File: config.mk
export PLATFORM = sky130hd
export DESIGN_NAME = f1_light_sequencer_flat
export DESIGN_NICKNAME = d
export VERILOG_FILES = /design/src/rtl/f1_light_sequencer_if.sv /design/src/rtl/f1_light_sequencer.sv /design/src/flat_wrapper.sv
export SDC_FILE = /design/constraint.sdc
export NUM_CORES = 1
export LEC_CHECK = 0
export ABC_CLOCK_PERIOD_IN_PS = 2200
export CAP_MARGIN = 20
export CORE_MARGIN = 2
export CORE_UTILIZATION = 25
export DETAILED_ROUTE_END_ITERATION = 10
export PLACE_DENSITY = 0.53
export SLEW_MARGIN = 5
export SYNTH_ARGS = -nofsm -noshare
export SYNTH_HDL_FRONTEND = slang
export SYNTH_SLANG_ARGS = --single-unit
File: constraint.sdc
create_clock -name clk -period 2.2 [get_ports clk]
set_input_delay 0.66 -clock clk [delete_from_list [all_inputs] [get_ports clk]]
set_output_delay 0.66 -clock clk [all_outputs]
set_load 0.01 [all_outputs]
File: src/rtl/f1_light_sequencer_if.sv
// rtl/f1_light_sequencer_if.sv - start-light sequencer control/status bundle
// master drives the request side (trigger/tick/abort/delay); slave is the sequencer.
interface f1_light_sequencer_if #(
  parameter int NUM_LIGHTS = 8,
  parameter int DELAY_W    = 7
);
  logic                  trigger;
  logic                  tick;
  logic                  abort;
  logic [DELAY_W-1:0]    delay;
  logic [NUM_LIGHTS-1:0] lights;
  logic                  busy;
  logic                  go;

  modport master (
    output trigger, tick, abort, delay,
    input  lights, busy, go
  );

  modport slave (
    input  trigger, tick, abort, delay,
    output lights, busy, go
  );
endinterface

File: src/rtl/f1_light_sequencer.sv
// rtl/f1_light_sequencer.sv - F1 start-light fill/hold/extinguish sequencer
// Lamps fill one per tick, hold for delay+1 ticks, then go out with a one-cycle go strobe.
module f1_light_sequencer #(
  parameter int NUM_LIGHTS = 8,
  parameter int DELAY_W    = 7,
  parameter int REVERSE    = 0
) (
  input  logic                clk,
  input  logic                rst,
  f1_light_sequencer_if.slave bus
);

  typedef enum logic [1:0] {
    IDLE = 2'd0,
    FILL = 2'd1,
    HOLD = 2'd2
  } state_t;

  state_t                state_q, state_n;
  logic [NUM_LIGHTS-1:0] lights_q, lights_n;
  logic [NUM_LIGHTS-1:0] fill_next;
  logic [DELAY_W-1:0]    hold_q, hold_n;
  logic                  go_q, go_n;

  // Shift a new lit lamp in from the end that fills first.
  always_comb begin
    fill_next = lights_q;
    if (REVERSE != 0) begin
      fill_next = {1'b1, lights_q[NUM_LIGHTS-1:1]};
    end else begin
      fill_next = {lights_q[NUM_LIGHTS-2:0], 1'b1};
    end
  end

  always_ff @(posedge clk or negedge rst) begin
    if (!rst) begin
      state_q  <= IDLE;
      lights_q <= '0;
      hold_q   <= '0;
      go_q     <= 1'b0;
    end else begin
      state_q  <= state_n;
      lights_q <= lights_n;
      hold_q   <= hold_n;
      go_q     <= go_n;
    end
  end

  always_comb begin
    state_n  = state_q;
    lights_n = lights_q;
    hold_n   = hold_q;
    go_n     = 1'b0;
    if (bus.abort) begin
      state_n  = IDLE;
      lights_n = '0;
      hold_n   = '0;
    end else begin
      case (state_q)
        IDLE: begin
          lights_n = '0;
          if (bus.trigger) begin
            state_n = FILL;
          end
        end
        FILL: begin
          if (bus.tick) begin
            lights_n = fill_next;
            if (&fill_next) begin
              state_n = HOLD;
              hold_n  = bus.delay;
            end
          end
        end
        HOLD: begin
          if (bus.tick) begin
            if (hold_q != '0) begin
              hold_n = hold_q - DELAY_W'(1);
            end else begin
              state_n  = IDLE;
              lights_n = '0;
              go_n     = 1'b1;
            end
          end
        end
        default: begin
          state_n  = IDLE;
          lights_n = '0;
          hold_n   = '0;
        end
      endcase
    end
  end

  assign bus.lights = lights_q;
  assign bus.go     = go_q;
  assign bus.busy   = (state_q == FILL) || (state_q == HOLD);

endmodule

File: src/flat_wrapper.sv
// flat-port wrapper written by rule: the top's interface ports become plain ports
module f1_light_sequencer_flat 
#(
  parameter int NUM_LIGHTS = 8,
  parameter int DELAY_W    = 7,
  parameter int REVERSE    = 0
)
  (clk, rst, bus_trigger, bus_tick, bus_abort, bus_delay, bus_lights, bus_busy, bus_go);
  f1_light_sequencer_if #(.NUM_LIGHTS(NUM_LIGHTS), .DELAY_W(DELAY_W)) bus_i ();
  input  logic clk;
  input  logic rst;
  input wire logic [$bits(bus_i.trigger)-1:0] bus_trigger;
  input wire logic [$bits(bus_i.tick)-1:0] bus_tick;
  input wire logic [$bits(bus_i.abort)-1:0] bus_abort;
  input wire logic [$bits(bus_i.delay)-1:0] bus_delay;
  output wire logic [$bits(bus_i.lights)-1:0] bus_lights;
  output wire logic [$bits(bus_i.busy)-1:0] bus_busy;
  output wire logic [$bits(bus_i.go)-1:0] bus_go;
  assign bus_i.trigger = bus_trigger;
  assign bus_i.tick = bus_tick;
  assign bus_i.abort = bus_abort;
  assign bus_i.delay = bus_delay;
  assign bus_lights = bus_i.lights;
  assign bus_busy = bus_i.busy;
  assign bus_go = bus_i.go;
  f1_light_sequencer #(.NUM_LIGHTS(NUM_LIGHTS), .DELAY_W(DELAY_W), .REVERSE(REVERSE)) u_core (.clk(clk), .rst(rst), .bus(bus_i));
endmodule
; ---- Word-level counts from Yosys, hierarchy flattened
; Cells that the tools add are included.
[totals]
register_bits = 18
output_inout_bits = 10
inputBits = 12
[op_classes]
reduce_logical = 7
mux = 22
eq_ne = 9
n_addsub = 1
[ops]
columns = operator, n
row1 = $mux W7, 5
row2 = $mux W8, 4
row3 = $pmux W7 S3, 1
row4 = $pmux W8 S2, 1
row5 = $mux W2, 6
row6 = $ne A3 B3 Y1 const B, 4
row7 = $reduce_and A5 Y1, 2
row8 = $reduce_and A7 Y1, 1
row9 = $reduce_bool A7 Y1, 1
row10 = $sub A7 B1 Y7 const B, 1
row11 = $ne A3 B2 Y1 const B, 2
row12 = $pmux W2 S3, 1
row13 = $mux W1, 4
row14 = $reduce_and A3 Y1, 1
row15 = $eq A2 B1 Y1 const B, 1
row16 = $eq A2 B2 Y1 const B, 1
row17 = $logic_not A2 Y1, 1
row18 = $ne A2 B2 Y1 const B, 1
row19 = $logic_or A1 B1 Y1, 1

; ---- Longest topological paths before layout
[logic_depth]
ltp_word = 5
depth_mapped = 7

; ---- Worst setup path after synthesis
; No wires, ideal clock.
[synth_path]
kind = input to register
startpoint = in bus_tick
endpoint = reg u_core.state_q[0]
t_required_ns = 2.081
path_buffers = 1
arrival_time_ns = 1.721
setup_slack_ns = 0.360
setup_time_ns = 0.119
stages = 6
cell_sequence = buf_2 > inv_1 > o41a_1 > a21oi_4 > a21oi_1 > o21ba_1
[synth_via]
elab_chain_len = 2
elab_cells_between_ends = 3
classes_between = eq/ne (2) / reduce/logical (1)
[synth_lines]
columns = element, line
row1 = start: declaration, flat_wrapper.sv:13  ; input wire logic [$bits(bus_i.tick)-1:0] bus_tick;
row2 = $ne A3 B3 Y1 (no line), n/a
row3 = $reduce_and A5 Y1 (no line) *, n/a
row4 = end signal: assignment, f1_light_sequencer.sv:42  ; state_q <= state_n;
row5 = end: declaration, f1_light_sequencer.sv:19  ; state_t state_q, state_n;
; Every way passes the cells marked *; elsewhere a longest branch is shown, timed or not.
; A chain may end at the register's enable or synchronous reset.

; ---- Worst setup path in the final report
[layout_path]
startpoint = in bus_tick
endpoint = reg u_core.hold_q[4]
[layout_via]
elab_chain_len = 2
elab_cells_between_ends = 3
classes_between = eq/ne (2) / reduce/logical (1)
[layout_lines]
columns = element, line
row1 = $ne A3 B3 Y1 (no line), n/a
row2 = $reduce_and A5 Y1 (no line) *, n/a
row3 = end signal: assignment, f1_light_sequencer.sv:44  ; hold_q <= hold_n;
row4 = end: declaration, f1_light_sequencer.sv:22  ; logic [DELAY_W-1:0] hold_q, hold_n;
; Marks and branches as above.

==> flow_summary.json <==
{
  "antenna_cells_inserted": 0,
  "die-area_um2": 4890,
  "core_area_um2": 4090,
  "ys_types": 34,
  "area_growth_pct": 34.8,
  "grt-ovfl-total": 0,
  "synth_seq_cells": 18,
  "use_met1_pct": 16.4,
  "hpwl_mm": 2.03,
  "final-hold-violation-count": 0,
  "syn_inst": 117,
  "cp-end-kind": "flip-flop",
  "drc_errors": 0,
  "port_buffers": 21,
  "drv_slew": 0,
  "start_util_pct": 26.6,
  "drv_cap": 0,
  "whs_ps": 535,
  "min_period_ps": 2050,
  "num-fill-cells": 425,
  "fin_crit_sh_pct": 93.3,
  "critPathArrivalTime_ps": 2220,
  "grt_pass1_wl_mm": 4.69,
  "r2r-start": "u_core.hold_q[0]$_DFFE_PN0P_",
  "maxSlewHeadroom_pct": 66.0,
  "grt_pass1_vias": 956,
  "busiest_layer": "met2",
  "crit_path_start": "bus_tick",
  "cp_max_fo": 4,
  "synth_nets": 134,
  "fmax_ghz": 0.487,
  "clock_latency_ps": 260,
  "final_nets": 164,
  "worstMarginPinSlew_ps": 506,
  "rows": 23,
  "use_met2_pct": 18.5,
  "grt_usage_pct": 11.8,
  "routabilityCongestion": 0.795,
  "p_leak_nw": 0.577,
  "num_io_pins": 22,
  "routed_wl_mm": 2.73,
  "grt_max_degree": 19,
  "clkSlewWorstSetupHoldPaths_ps": 70,
  "fin_ws_ps": 148,
  "layout_commonest_cell": "clkdlybuf4s50_1",
  "via_per_inst": 5.15,
  "seq_area_um2": 450,
  "outcome": "completed",
  "drtAntennaViolNets": 0,
  "die_h_um": 69.9,
  "die_w_um": 69.9,
  "grt_util_met3_pct": 0.866,
  "cp_data_required_time_ps": 2370,
  "ff2ff_setup_slack_ps": 220,
  "power.density_nw_per_um2": 548,
  "root_buffer": "clkbuf_8",
  "clock_path_buffers": 2,
  "ys_warn_count": 0,
  "htree_levels": 1,
  "dp_slack_ps": -145,
  "crit_type": "in2reg",
  "drive_gt1_share_pct": 15.8,
  "ys_seq_area_share_pct": 41.5,
  "cts_tree": "done",
  "final_area_um2": 1460,
  "setup_violations": 0,
  "final_cell_mix": "20 x clkdlybuf4s50_1, 18 x dfrtp_1, 13 x a21oi_1",
  "worstHoldStart": "u_core.hold_q[1]$_DFFE_PN0P_",
  "antenna_found_initial": 0,
  "drtIter0Drc": 37,
  "cts_sinks": 18,
  "netlist_area_um2": 1090,
  "hold_path.class": "reg2reg",
  "synth.avg_cell_area_um2": 9.28,
  "clock_skew_ps": 1.00,
  "rsz0062_at_grt": "no",
  "wire_per_inst_um": 13.9,
  "cp-start-kind": "input pin",
  "ir_worst_vdd_mv": 0.175,
  "multi_input_area_um2": 582,
  "vias": 1009,
  "numCtsBuffers": 3,
  "drt-pass1-iter-count": 5,
  "placed_cell_area_um2": 1410,
  "hold_buffers": 0
}
-- flip-flops by register name, summed over array words and instances, names as in the netlist --
name / count
u_core.hold_q: 7
u_core.state_q: 2
u_core.bus.go: 1
u_core.bus.lights: 8
-- what timing repair did --
| action | 4_1_cts | 5_1_grt |
|---|---|---|
| endpoints found under the hold margin | 0 | 0 |
| setup buffers | 0 | 0 |
| resized for setup | 1 | 0 |
| setup endpoints to repair | 1 | 0 |
-- Yosys cell counts --
cell type   n  share of area, %
or2b_2      1              0.81
nand3b_1    1              0.69
o31ai_1     2               1.4
or3_4       1               1.0
ha_1        5               5.8
nand4b_1    1              0.81
a21oi_4     1               1.5
nor3_1      4               1.8
a211oi_2    1               1.2
and3_1      1              0.58
o41a_1      1               1.0
o21ba_1     1              0.92
nand2_1     6               2.1
a21oi_1    13               6.0
nand3_1     8               3.7
nand4_1     9               5.2
o211ai_1    1              0.69
a32oi_1     1              0.81
a31oi_2     1               1.2
a22o_1      1              0.81
nor2b_1     1              0.58
a22oi_1     5               3.5
dfrtp_1    18                41
o21ai_0     6               2.8
or2_2       2               1.2
xor2_1      2               1.6
o31ai_4     1               2.0
inv_1       8               2.8
o21ai_4     1               1.5
buf_2       1              0.46
clkbuf_1    4               1.4
nor2_1      6               2.1
buf_1       1              0.35
nand2b_1    1              0.58
-- through the flow --
stage	utilization (%)	instances	setup TNS, ps	total power, mW
floorplan	-	117	0	0.453
global placement	34.5	192	-247	0.528
detailed placement	34.5	192	-564	0.532
CTS	35.8	196	0	0.812
global route	35.8	196	0	0.840
finish	35.8	196	0	0.803
-- per-layer routing --
metal	vias to the layer above	part of all wire (%)
li1	488	-
met1	483	47
met2	34	48
met3	4	2.6
met4	0	1.9
met5	-	0
-- power breakdown --
group | internal [mW] | total [mW] | switching (mW)
clock network | 0.159 | 0.279 | 0.120
registers | 0.338 | 0.344 | 0.00646
logic | 0.0793 | 0.179 | 0.100
total | 0.577 | 0.803 | 0.226
-- worst paths after layout --
path | end | cells past startpoint
max in group asynchronous | u_core.bus.lights[5]$_DFFE_PN0P_ | 2
worst min register to register | u_core.hold_q[1]$_DFFE_PN0P_ | 2
worst min-delay path | u_core.hold_q[1]$_DFFE_PN0P_ | 2
worst max register to register | u_core.state_q[1]$_DFFE_PN0P_ | 7
worst max-delay path | u_core.hold_q[4]$_DFFE_PN0P_ | 6
min in group asynchronous | u_core.hold_q[3]$_DFFE_PN0P_ | 2
-- logic make-up (layout without fill, tap and decap cells) --
logic type                 count (synthesis)  in the layout  synth area share, %
DFF                                       18             18                 41.5
buffers and inverters                     14             43                 4.95
adders and majority gates                  5              5                 5.76
and+or+nand+nor                           42             42                 21.1
AOI/OAI and AO/OA                         36             36                 25.1
xor gates and xnor gates                   2              2                 1.61
-- critical path, cell delays in order --
cell and delay (ps):
clkdlybuf4s50_1 510, nand4_1 180, o21ai_4 210, a31oi_2 100
or2_2 340, o21ai_0 210
-- layout make-up --
type | instances | share of cell area (%)
clock buffers | 4 | 3.76
flip-flops and latches | 18 | 30.8
inverters | 8 | 2.05
repair buffers | 31 | 19.4
multi-input cells | 85 | 39.7
well taps | 50 | 4.27
(Power assumes the default switching activity.)
